[src/rtl/led_pwm_pkg.sv]
// Shared definitions for the multi-channel breathing-LED PWM controller:
// mode encoding, config-port FSM states and the triangle fold helper.
package led_pwm_pkg;

  typedef logic [1:0] mode_t;

  localparam mode_t MODE_OFF     = 2'd0;
  localparam mode_t MODE_ON      = 2'd1;
  localparam mode_t MODE_BREATHE = 2'd2;
  localparam mode_t MODE_BLINK   = 2'd3;

  typedef enum logic {
    CFG_IDLE = 1'b0,
    CFG_PEND = 1'b1
  } cfg_state_t;

  // Folds a (bits+1)-wide phase into a bits-wide triangle: the upper half of
  // the phase range counts back down, which is just the bitwise complement.
  function automatic logic [15:0] tri_level(input logic [16:0] phase,
                                            input logic [4:0]  bits);
    logic [16:0] mask;
    logic        msb;
    mask = (17'd1 << bits) - 17'd1;
    msb  = |(phase & (17'd1 << bits));
    return 16'((msb ? ~phase : phase) & mask);
  endfunction

endpackage

[src/rtl/led_pwm_channel.sv]
// One LED channel: mode/offset registers, registered triangle level and the
// output decision. LED_PWM_GAMMA_EN adds a square-law level and one stage.
module led_pwm_channel
  import led_pwm_pkg::*;
#(
  parameter int COUNTER_BITS = 13,
  parameter int CHANNELS     = 3,
  parameter int IDX          = 0
) (
  input  logic                    clk,
  input  logic                    reset,
  input  logic [COUNTER_BITS-1:0] counter,
  input  logic [COUNTER_BITS:0]   master,
  input  logic                    apply_en,
  input  mode_t                   cfg_mode,
  input  logic [COUNTER_BITS:0]   cfg_phase,
  output logic                    led
);

  localparam int PW      = COUNTER_BITS + 1;
  localparam int OFF_RST = (IDX * (1 << PW)) / CHANNELS;
  localparam logic [PW-1:0] OFFSET_RST = PW'(OFF_RST);

  mode_t                   mode;
  logic [PW-1:0]           offset;
  logic [PW-1:0]           phase;
  logic [COUNTER_BITS-1:0] tri_now;
  logic [COUNTER_BITS-1:0] level_r;
  logic [COUNTER_BITS-1:0] level_eff;
  logic                    led_next;

  assign phase   = master + offset;
  assign tri_now = COUNTER_BITS'(tri_level(17'(phase), 5'(COUNTER_BITS)));

`ifdef LED_PWM_GAMMA_EN
  logic [2*COUNTER_BITS-1:0] level_sq;
  logic                      led_raw;

  always_comb begin
    level_sq  = {{COUNTER_BITS{1'b0}}, level_r} * {{COUNTER_BITS{1'b0}}, level_r};
    level_eff = COUNTER_BITS'(level_sq >> COUNTER_BITS);
  end
`else
  assign level_eff = level_r;
`endif

  always_comb begin
    led_next = 1'b0;
    case (mode)
      MODE_OFF:     led_next = 1'b0;
      MODE_ON:      led_next = 1'b1;
      MODE_BREATHE: led_next = (counter < level_eff);
      MODE_BLINK:   led_next = phase[PW-1];
      default:      led_next = 1'b0;
    endcase
  end

  always_ff @(posedge clk) begin
    if (reset) begin
      mode    <= MODE_BREATHE;
      offset  <= OFFSET_RST;
      level_r <= '0;
      led     <= 1'b0;
`ifdef LED_PWM_GAMMA_EN
      led_raw <= 1'b0;
`endif
    end else begin
      if (apply_en) begin
        mode   <= cfg_mode;
        offset <= cfg_phase;
      end
      level_r <= tri_now;
`ifdef LED_PWM_GAMMA_EN
      // Extra stage keeps every mode aligned with the slower gamma path.
      led_raw <= led_next;
      led     <= led_raw;
`else
      led     <= led_next;
`endif
    end
  end

endmodule

[src/rtl/led_pwm_multi.sv]
// Multi-channel breathing-LED PWM top: shared counter/master phase, frame tick
// and a valid/ready config port applied at frame ends. Option: LED_PWM_GAMMA_EN.
//
// state    | meaning
// CFG_IDLE | cfg_ready=1, no write pending
// CFG_PEND | write captured, waiting for counter all-ones to apply it
module led_pwm_multi
  import led_pwm_pkg::*;
#(
  parameter  int CHANNELS     = 3,
  parameter  int COUNTER_BITS = 13,
  localparam int CH_W         = (CHANNELS > 1) ? $clog2(CHANNELS) : 1
) (
  input  logic                    clk,
  input  logic                    reset,
  input  logic                    cfg_valid,
  output logic                    cfg_ready,
  input  logic [CH_W-1:0]         cfg_chan,
  input  logic [1:0]              cfg_mode,
  input  logic [COUNTER_BITS:0]   cfg_phase,
  output logic [CHANNELS-1:0]     leds,
  output logic                    frame_tick
);

  localparam logic [COUNTER_BITS-1:0] CNT_ONE = 1;
  localparam logic [COUNTER_BITS:0]   MST_ONE = 1;

  logic [COUNTER_BITS-1:0] counter;
  logic [COUNTER_BITS:0]   master;
  logic                    cnt_max;

  cfg_state_t              state, state_next;
  logic                    apply;
  logic [CH_W-1:0]         pend_chan;
  mode_t                   pend_mode;
  logic [COUNTER_BITS:0]   pend_phase;

  assign cnt_max = &counter;

  always_ff @(posedge clk) begin
    if (reset) begin
      counter    <= '0;
      master     <= '0;
      frame_tick <= 1'b0;
    end else begin
      counter    <= counter + CNT_ONE;
      frame_tick <= (counter == '0);
      if (cnt_max) begin
        master <= master + MST_ONE;
      end
    end
  end

  always_ff @(posedge clk) begin
    if (reset) begin
      state <= CFG_IDLE;
    end else begin
      state <= state_next;
    end
  end

  always_comb begin
    state_next = state;
    case (state)
      CFG_IDLE: if (cfg_valid) state_next = CFG_PEND;
      CFG_PEND: if (cnt_max)   state_next = CFG_IDLE;
      default:  state_next = CFG_IDLE;
    endcase
  end

  always_comb begin
    cfg_ready = (state == CFG_IDLE);
    apply     = (state == CFG_PEND) && cnt_max;
  end

  always_ff @(posedge clk) begin
    if (reset) begin
      pend_chan  <= '0;
      pend_mode  <= MODE_OFF;
      pend_phase <= '0;
    end else if (cfg_valid && cfg_ready) begin
      pend_chan  <= cfg_chan;
      pend_mode  <= cfg_mode;
      pend_phase <= cfg_phase;
    end
  end

  // Out-of-range channel numbers match no instance, so their apply is a no-op.
  for (genvar i = 0; i < CHANNELS; i++) begin : g_ch
    led_pwm_channel #(
      .COUNTER_BITS (COUNTER_BITS),
      .CHANNELS     (CHANNELS),
      .IDX          (i)
    ) u_ch (
      .clk       (clk),
      .reset     (reset),
      .counter   (counter),
      .master    (master),
      .apply_en  (apply && (pend_chan == CH_W'(i))),
      .cfg_mode  (pend_mode),
      .cfg_phase (pend_phase),
      .led       (leds[i])
    );
  end

endmodule

[config.mk]
export PLATFORM = sky130hd
export DESIGN_NAME = led_pwm_multi
export DESIGN_NICKNAME = d
export VERILOG_FILES = /design/src/rtl/led_pwm_pkg.sv /design/src/rtl/led_pwm_channel.sv /design/src/rtl/led_pwm_multi.sv
export SDC_FILE = /design/constraint.sdc
export NUM_CORES = 1
export LEC_CHECK = 0
export BUFFER_PORTS_ARGS = -buffer_cell sky130_fd_sc_hd__buf_2
export CORE_AREA = 3 3 129 131
export CTS_CLUSTER_SIZE = 16
export DETAILED_ROUTE_END_ITERATION = 8
export DIE_AREA = 0 0 132 134
export PLACE_DENSITY = 0.69
export SYNTH_ARGS = -nofsm -noshare
export SYNTH_HDL_FRONTEND = slang
export SYNTH_HIERARCHICAL = 1
export SYNTH_SLANG_ARGS = --single-unit
[constraint.sdc]
create_clock -name clk -period 2.89 [get_ports clk]
set_input_delay 0.1445 -clock clk [delete_from_list [all_inputs] [get_ports clk]]
set_output_delay 0.1445 -clock clk [all_outputs]
set_load 0.05 [all_outputs]
# ---- Yosys cells after proc, flatten, opt, wreduce, memory -nomap -nowiden
# Cells that the tools add are included.
# Widths: inputs -> output; s select.
dict set report totals {
  register_bits 137
  inputBits 21
  out_inout_bits 5
  wordCells 62
}
dict set report classes {
  n_addsub 5
  order_cmp 3
  n_eq_ne 11
  mux 9
  bitwise_logic 4
  reduce_logical 11
}
# op n
set ops {}
lappend ops {{$add 14x14->14} 3}
lappend ops {{$lt 13x13->1} 3}
lappend ops {{$mux 13} 3}
lappend ops {{$not 13->13} 3}
lappend ops {{$add 14x1->14 const B} 1}
lappend ops {{$eq 2x2->1 const B} 7}
lappend ops {{$add 13x1->13 const B} 1}
lappend ops {{$logic_not 13->1} 1}
lappend ops {{$reduce_and 13->1} 1}
lappend ops {{$pmux 1 s4} 3}
lappend ops {{$eq 2x1->1 const B} 4}
lappend ops {{$logic_not 2->1} 4}
lappend ops {{$logic_and 1x1->1} 5}
lappend ops {{$mux 1} 2}
lappend ops {{$pmux 1 s2} 1}
lappend ops {{$not 1->1} 1}

# ---- Logic depth before layout (Yosys ltp)
dict set report depth {
  word_depth 3
  ltp_mapped 10
  mapped_depth_nobuf 10
}

# ---- Hierarchy
# The synthesis kept the hierarchy.
# module instances cells_each area_each_um2 seq_area_each_um2
set modules_own_cells {}
lappend modules_own_cells {{led_pwm_channel (g_ch[1].u_ch)} 1 216 1963.1 600.6}
lappend modules_own_cells {{led_pwm_channel (g_ch[0].u_ch)} 1 215 1953.1 600.6}
lappend modules_own_cells {{led_pwm_channel (g_ch[2].u_ch)} 1 215 1948.1 600.6}
lappend modules_own_cells {led_pwm_multi 1 238 1946.9 940.9}

# ---- Least setup slack after synthesis
# OpenSTA, ideal clock, no wires.
dict set report synth_timing {
  path_kind {reg2reg}
  start {reg counter[1]}
  end {reg g_ch[1].u_ch.mode[0]}
  setup_time_ns 0.128
  t_arrival_ns 3.064
  required_time_ns 2.762
  slack_ns -0.302
  stages_incl_launch_ff 10
  n_path_buf 2
  period_less_slack_ns 3.192
  path_cell_list {dfxtp_1 ha_1 nand4_4 nor4_1 nand2_1 nor3b_1 buf_1 clkbuf_1 mux2i_1 nor2_1}
}
dict set report synth_between {
  elab_chain_len 3
}
# element line
set synth_lines {}
lappend synth_lines {{from (decl)} led_pwm_multi.sv:28} ;# logic [COUNTER_BITS-1:0] counter;
lappend synth_lines {{from (signal assigned)} led_pwm_multi.sv:46} ;# counter <= counter + CNT_ONE;
lappend synth_lines {{$reduce_and 13->1} led_pwm_multi.sv:38} ;# assign cnt_max = &counter;
lappend synth_lines {{$logic_and 1x1->1} led_pwm_multi.sv:73} ;# apply = (state == CFG_PEND) && cnt_max;
lappend synth_lines {{$logic_and 1x1->1} led_pwm_multi.sv:99} ;# .apply_en (apply && (pend_chan == CH_W'(i))),
lappend synth_lines {{to (signal assigned)} led_pwm_channel.sv:69} ;# mode <= cfg_mode;
lappend synth_lines {{to (decl)} led_pwm_channel.sv:24} ;# mode_t mode;
# No other way between the ends.
# A chain may end at the register's enable or synchronous reset.

# ---- Worst setup path after layout
dict set report layout_timing {
  start {reg master[1]}
  end {reg g_ch[0].u_ch.level_r[1]}
}
dict set report layout_between {
  elab_chain_len 3
}
# element line
set layout_lines {}
lappend layout_lines {{from (decl)} led_pwm_multi.sv:29} ;# logic [COUNTER_BITS:0] master;
lappend layout_lines {{from (signal assigned)} led_pwm_multi.sv:49} ;# master <= master + MST_ONE;
lappend layout_lines {{$add 14x14->14 (*)} led_pwm_channel.sv:32} ;# assign phase = master + offset;
lappend layout_lines {{$not 13->13} led_pwm_pkg.sv:25} ;# return 16'((msb ? ~phase : phase) & mask);
lappend layout_lines {{$mux 13 (*)} led_pwm_pkg.sv:25}
lappend layout_lines {{to (signal assigned)} led_pwm_channel.sv:72} ;# level_r <= tri_now;
lappend layout_lines {{to (decl)} led_pwm_channel.sv:28} ;# logic [COUNTER_BITS-1:0] level_r;
# Mark *: on every way between the ends. The rest lies on a longest branch, timed or not.

==> summary.txt <==
Post-synthesis mux area share - 4.87%
R2R depth - 9
Design area - 9090 um2
Depth of the CTS H-tree - 4
GP Congestion - 0.904
Die ar. - 17700 um2
Placed Instances - 1117
Synth Area in XOR/XNOR - 9.67%
Main synth FF type - dfxtp_1
Critical path class - flop to flop
Critical path capture point type - flop
Combinational Power Share - 4.6%
CTS Buffer Depth - 2
EDFF count, synth - 0
Clock group share of total power - 50.4%
Worst hold stages - 2
Initial antenna violation count - 0
Row cnt - 46
Starting Density - 49.7%
Largest family of logic cells by synthesized area - simple AND/OR/NAND/NOR gates
DP Wirelength - 13.7 mm
Slew @ Worst Pin - 0.814 ns
Total routed wirelength - 19.0 mm
Core area - 15700 um2
Cell area power density - 478 nW/um2
Average wire per cell in the routed design - 16.3 um
Slowest cell on crit path - dfxtp_1
Die extent in x - 132 um
Fin Setup TNS - 0 ns
Port-buffer cells - 25
First-pass GRT wire length - 31.4 mm
Fin nets - 1041
Largest net degree at the start of global routing - 72
Status - completed
Worst r2r src - master[1]$_SDFFE_PP0N_
Synth Area in Simple Gates - 17.8%
Residual DRC - 0
Gr usage total - 22.3%
Synth cell types - 54
Total CTS buffers - 17
CTS tree - done
Critical-path maximum fanout - 13
Clock Tree Root - clkbuf_16
Slew HR - 45.6%
Netlist Area Pre-Place - 7810 um2
Crit path DAT - 3.04 ns
RSZ-0062 raised after global routing - false
Die height - 134 um
Worst path max stage delay - 0.47 ns
Switch Pwr - 1000 uW
Setup Skew - 0.00774 ns
Yosys reg bits - 137
Drt first-iter violations - 394
Clock slew at reported path FFs - 0.06 ns
Final setup viols - 0
Max VDD drop - 0.429 mV
Post-Place Cell Area - 8300 um2
Crit path launch type - flop
DRT antenna net count - 0
Type of the tightest min-delay check - primary input to flop
Vias/cell - 5.36
Num ports - 26
Vias in the first global route - 6115
Clk sink count - 137
Avg Cell Area, Syn - 8.84 um2
Hold Vio Cnt, Final - 0
Gr ovfl total - 0
Adder-cell area share of the yosys netlist - 13.3%
Finished Layout Cells - 1168
P&R area growth vs syn - 16.3%
Router iterations before antenna repair - 4
Final period util - 93.2%
Sequential area share after synthesis - 35.1%
Sequential fraction of design power - 45.0%
Async set-or-reset flop fraction in the synthesized netlist - 0%
Compound-Gate Fraction of Synth Area - 14.9%
Final Util - 57.8%
Reg2reg end - g_ch[0].u_ch/level_eff[1]$_SDFF_PP0_
Cells after Synth - 884
Switching portion of total power - 23.0%
Hold EP - counter[7]$_SDFF_PP0_
Cell chain of the critical path - ha_1 -> a211oi_2 -> nor2_1 -> o31a_1 -> a221o_1 -> xnor2_4 -> buf_4 -> or2_2 -> a21oi_1
Vias - 6266
Setup slack, reg-to-reg - 0.20 ns
Layout cells sized above 1 - 10.1%
Worst EP required - 3.24 ns
Yosys warns - 6
Internal power - 3.34 mW
MaxCap Viol Count - 0
Syn_nets - 986
ANT cells - 0
P_leak - 3.75 nW
Period minus WS final - 2.69 ns
Max Slew Vio Count - 0
FMAX - 371 MHz
Clk_lat worst skew - 0.42 ns
Hold_sp - reset
-- placed cells by master (no fill, tap or decap), drive strengths merged, types with 6 or more instances in the layout --
cell type	Yosys	final
o21a	12	12
nand3	16	16
dfxtp	137	137
nand2	69	69
a21o	18	18
a211o	13	13
xnor2	53	53
clkinv	1	7
nor2b	18	18
xor2	11	11
nor2	110	110
o31a	6	6
buf	7	46
mux2i	38	38
or2	6	6
a211oi	11	11
nor3	18	18
dlygate4sd3	0	19
nor4	6	6
nand4	9	9
or3	14	14
a21oi	59	59
clkbuf	22	22
o21ai	36	36
inv	53	54
ha	78	78
nand2b	11	11
-- worst max path at each step --
stage	start	cells past startpoint	end	slack [ns]
2_1_floorplan	counter[1]$_SDFF_PP0_	9	g_ch[1].u_ch/mode[0]$_SDFFE_PP0P_	0.01
3_3_place_gp	master[1]$_SDFFE_PP0N_	9	g_ch[0].u_ch/level_eff[1]$_SDFF_PP0_	0.22
3_5_place_dp	master[1]$_SDFFE_PP0N_	9	g_ch[0].u_ch/level_eff[1]$_SDFF_PP0_	0.18
4_1_cts	master[1]$_SDFFE_PP0N_	9	g_ch[0].u_ch/level_eff[1]$_SDFF_PP0_	0.18
5_1_grt	master[1]$_SDFFE_PP0N_	9	g_ch[0].u_ch/level_eff[1]$_SDFF_PP0_	0.007
6_report	master[1]$_SDFFE_PP0N_	9	g_ch[0].u_ch/level_eff[1]$_SDFF_PP0_	0.20
-- synth_stat cells (all sizes together) (16+ instances only) --
| master | n | area [um2] |
|---|---|---|
| o21ai | 36 | 180 |
| mux2i | 38 | 380 |
| dfxtp | 137 | 2740 |
| inv | 53 | 199 |
| nor2b | 18 | 113 |
| nand2 | 69 | 259 |
| nand3 | 16 | 80.1 |
| xnor2 | 53 | 521 |
| ha | 78 | 976 |
| nor2 | 110 | 413 |
| a21o | 18 | 135 |
| a21oi | 59 | 295 |
| nor3 | 18 | 90.1 |
| clkbuf | 22 | 83.8 |
-- what timing repair did --
item | 4_1_cts | 5_1_grt
hold buffers | 19 | 0
endpoints found under the hold margin | 19 | 0
setup buffers | 0 | 0
gates resized for setup | 0 | 0
-- through the flow --
step           power [mW]  setup WS [ns]  hold slack [ns]
6_report             4.34          0.197            0.243
4_1_cts              4.38          0.177            0.259
2_1_floorplan        2.10         0.0101            0.214
3_3_place_gp         2.17          0.223            0.386
3_5_place_dp         2.18          0.183            0.391
5_1_grt              4.48        0.00690            0.305
-- cell type report --
class / count / area (um2)
fillers: 1415 / 6630
repair buffers: 65 / 526
well taps: 216 / 270
clock inverters: 10 / 118
clock buffers: 22 / 474
flip-flops and latches: 137 / 2740
multi-input cells: 664 / 4750
inverters: 54 / 203
-- registers in the layout, indices dropped and copies added, names as in the netlist --
| register | count |
|---|---|
| g_ch.u_ch/offset | 42 |
| master | 14 |
| pend_chan | 2 |
| state | 1 |
| g_ch.u_ch/mode | 6 |
| g_ch.u_ch/led | 3 |
| pend_mode | 2 |
| counter | 13 |
| pend_phase | 14 |
| g_ch.u_ch/level_eff | 39 |
| frame_tick | 1 |
-- logic make-up (layout without fill, tap and decap cells) --
group / after synthesis / count (layout)
compound gates: 180 / 180
xor+xnor: 70 / 70
fa+ha+maj: 81 / 81
buf+inv: 83 / 151
flops: 137 / 137
mux: 38 / 38
simple gates: 295 / 295
-- worst max-delay path, delay by kind of cell, from the launching register on --
| family | cells | cell delay [ns] |
|---|---|---|
| buffers and inverters | 1 | 0.23 |
| and+or+nand+nor | 2 | 0.38 |
| DFF | 1 | 0.47 |
| xor gates and xnor gates | 1 | 0.17 |
| adders and majority gates | 1 | 0.31 |
| AOI/OAI and AO/OA | 4 | 1.08 |
-- power by group through the flow --
stage                     Sequential, mW  Combinational [mW]  Clock [mW]
after detailed placement            2.00               0.181           0
after CTS                           1.96               0.201        2.22
final                               1.96               0.201        2.19
after global routing                1.96               0.224        2.30
after floorplan                     2.00               0.104           0
after global placement              2.00               0.176           0
-- metal layers --
metal,GRT usage (%),wire length (um),vias up
li1,-,-,3198
met1,29.0,9010,2905
met2,36.8,8720,130
met3,4.01,704,33
met4,9.39,547,0
met5,0,0,-
No activity file was read; power rests on OpenSTA's default activity.
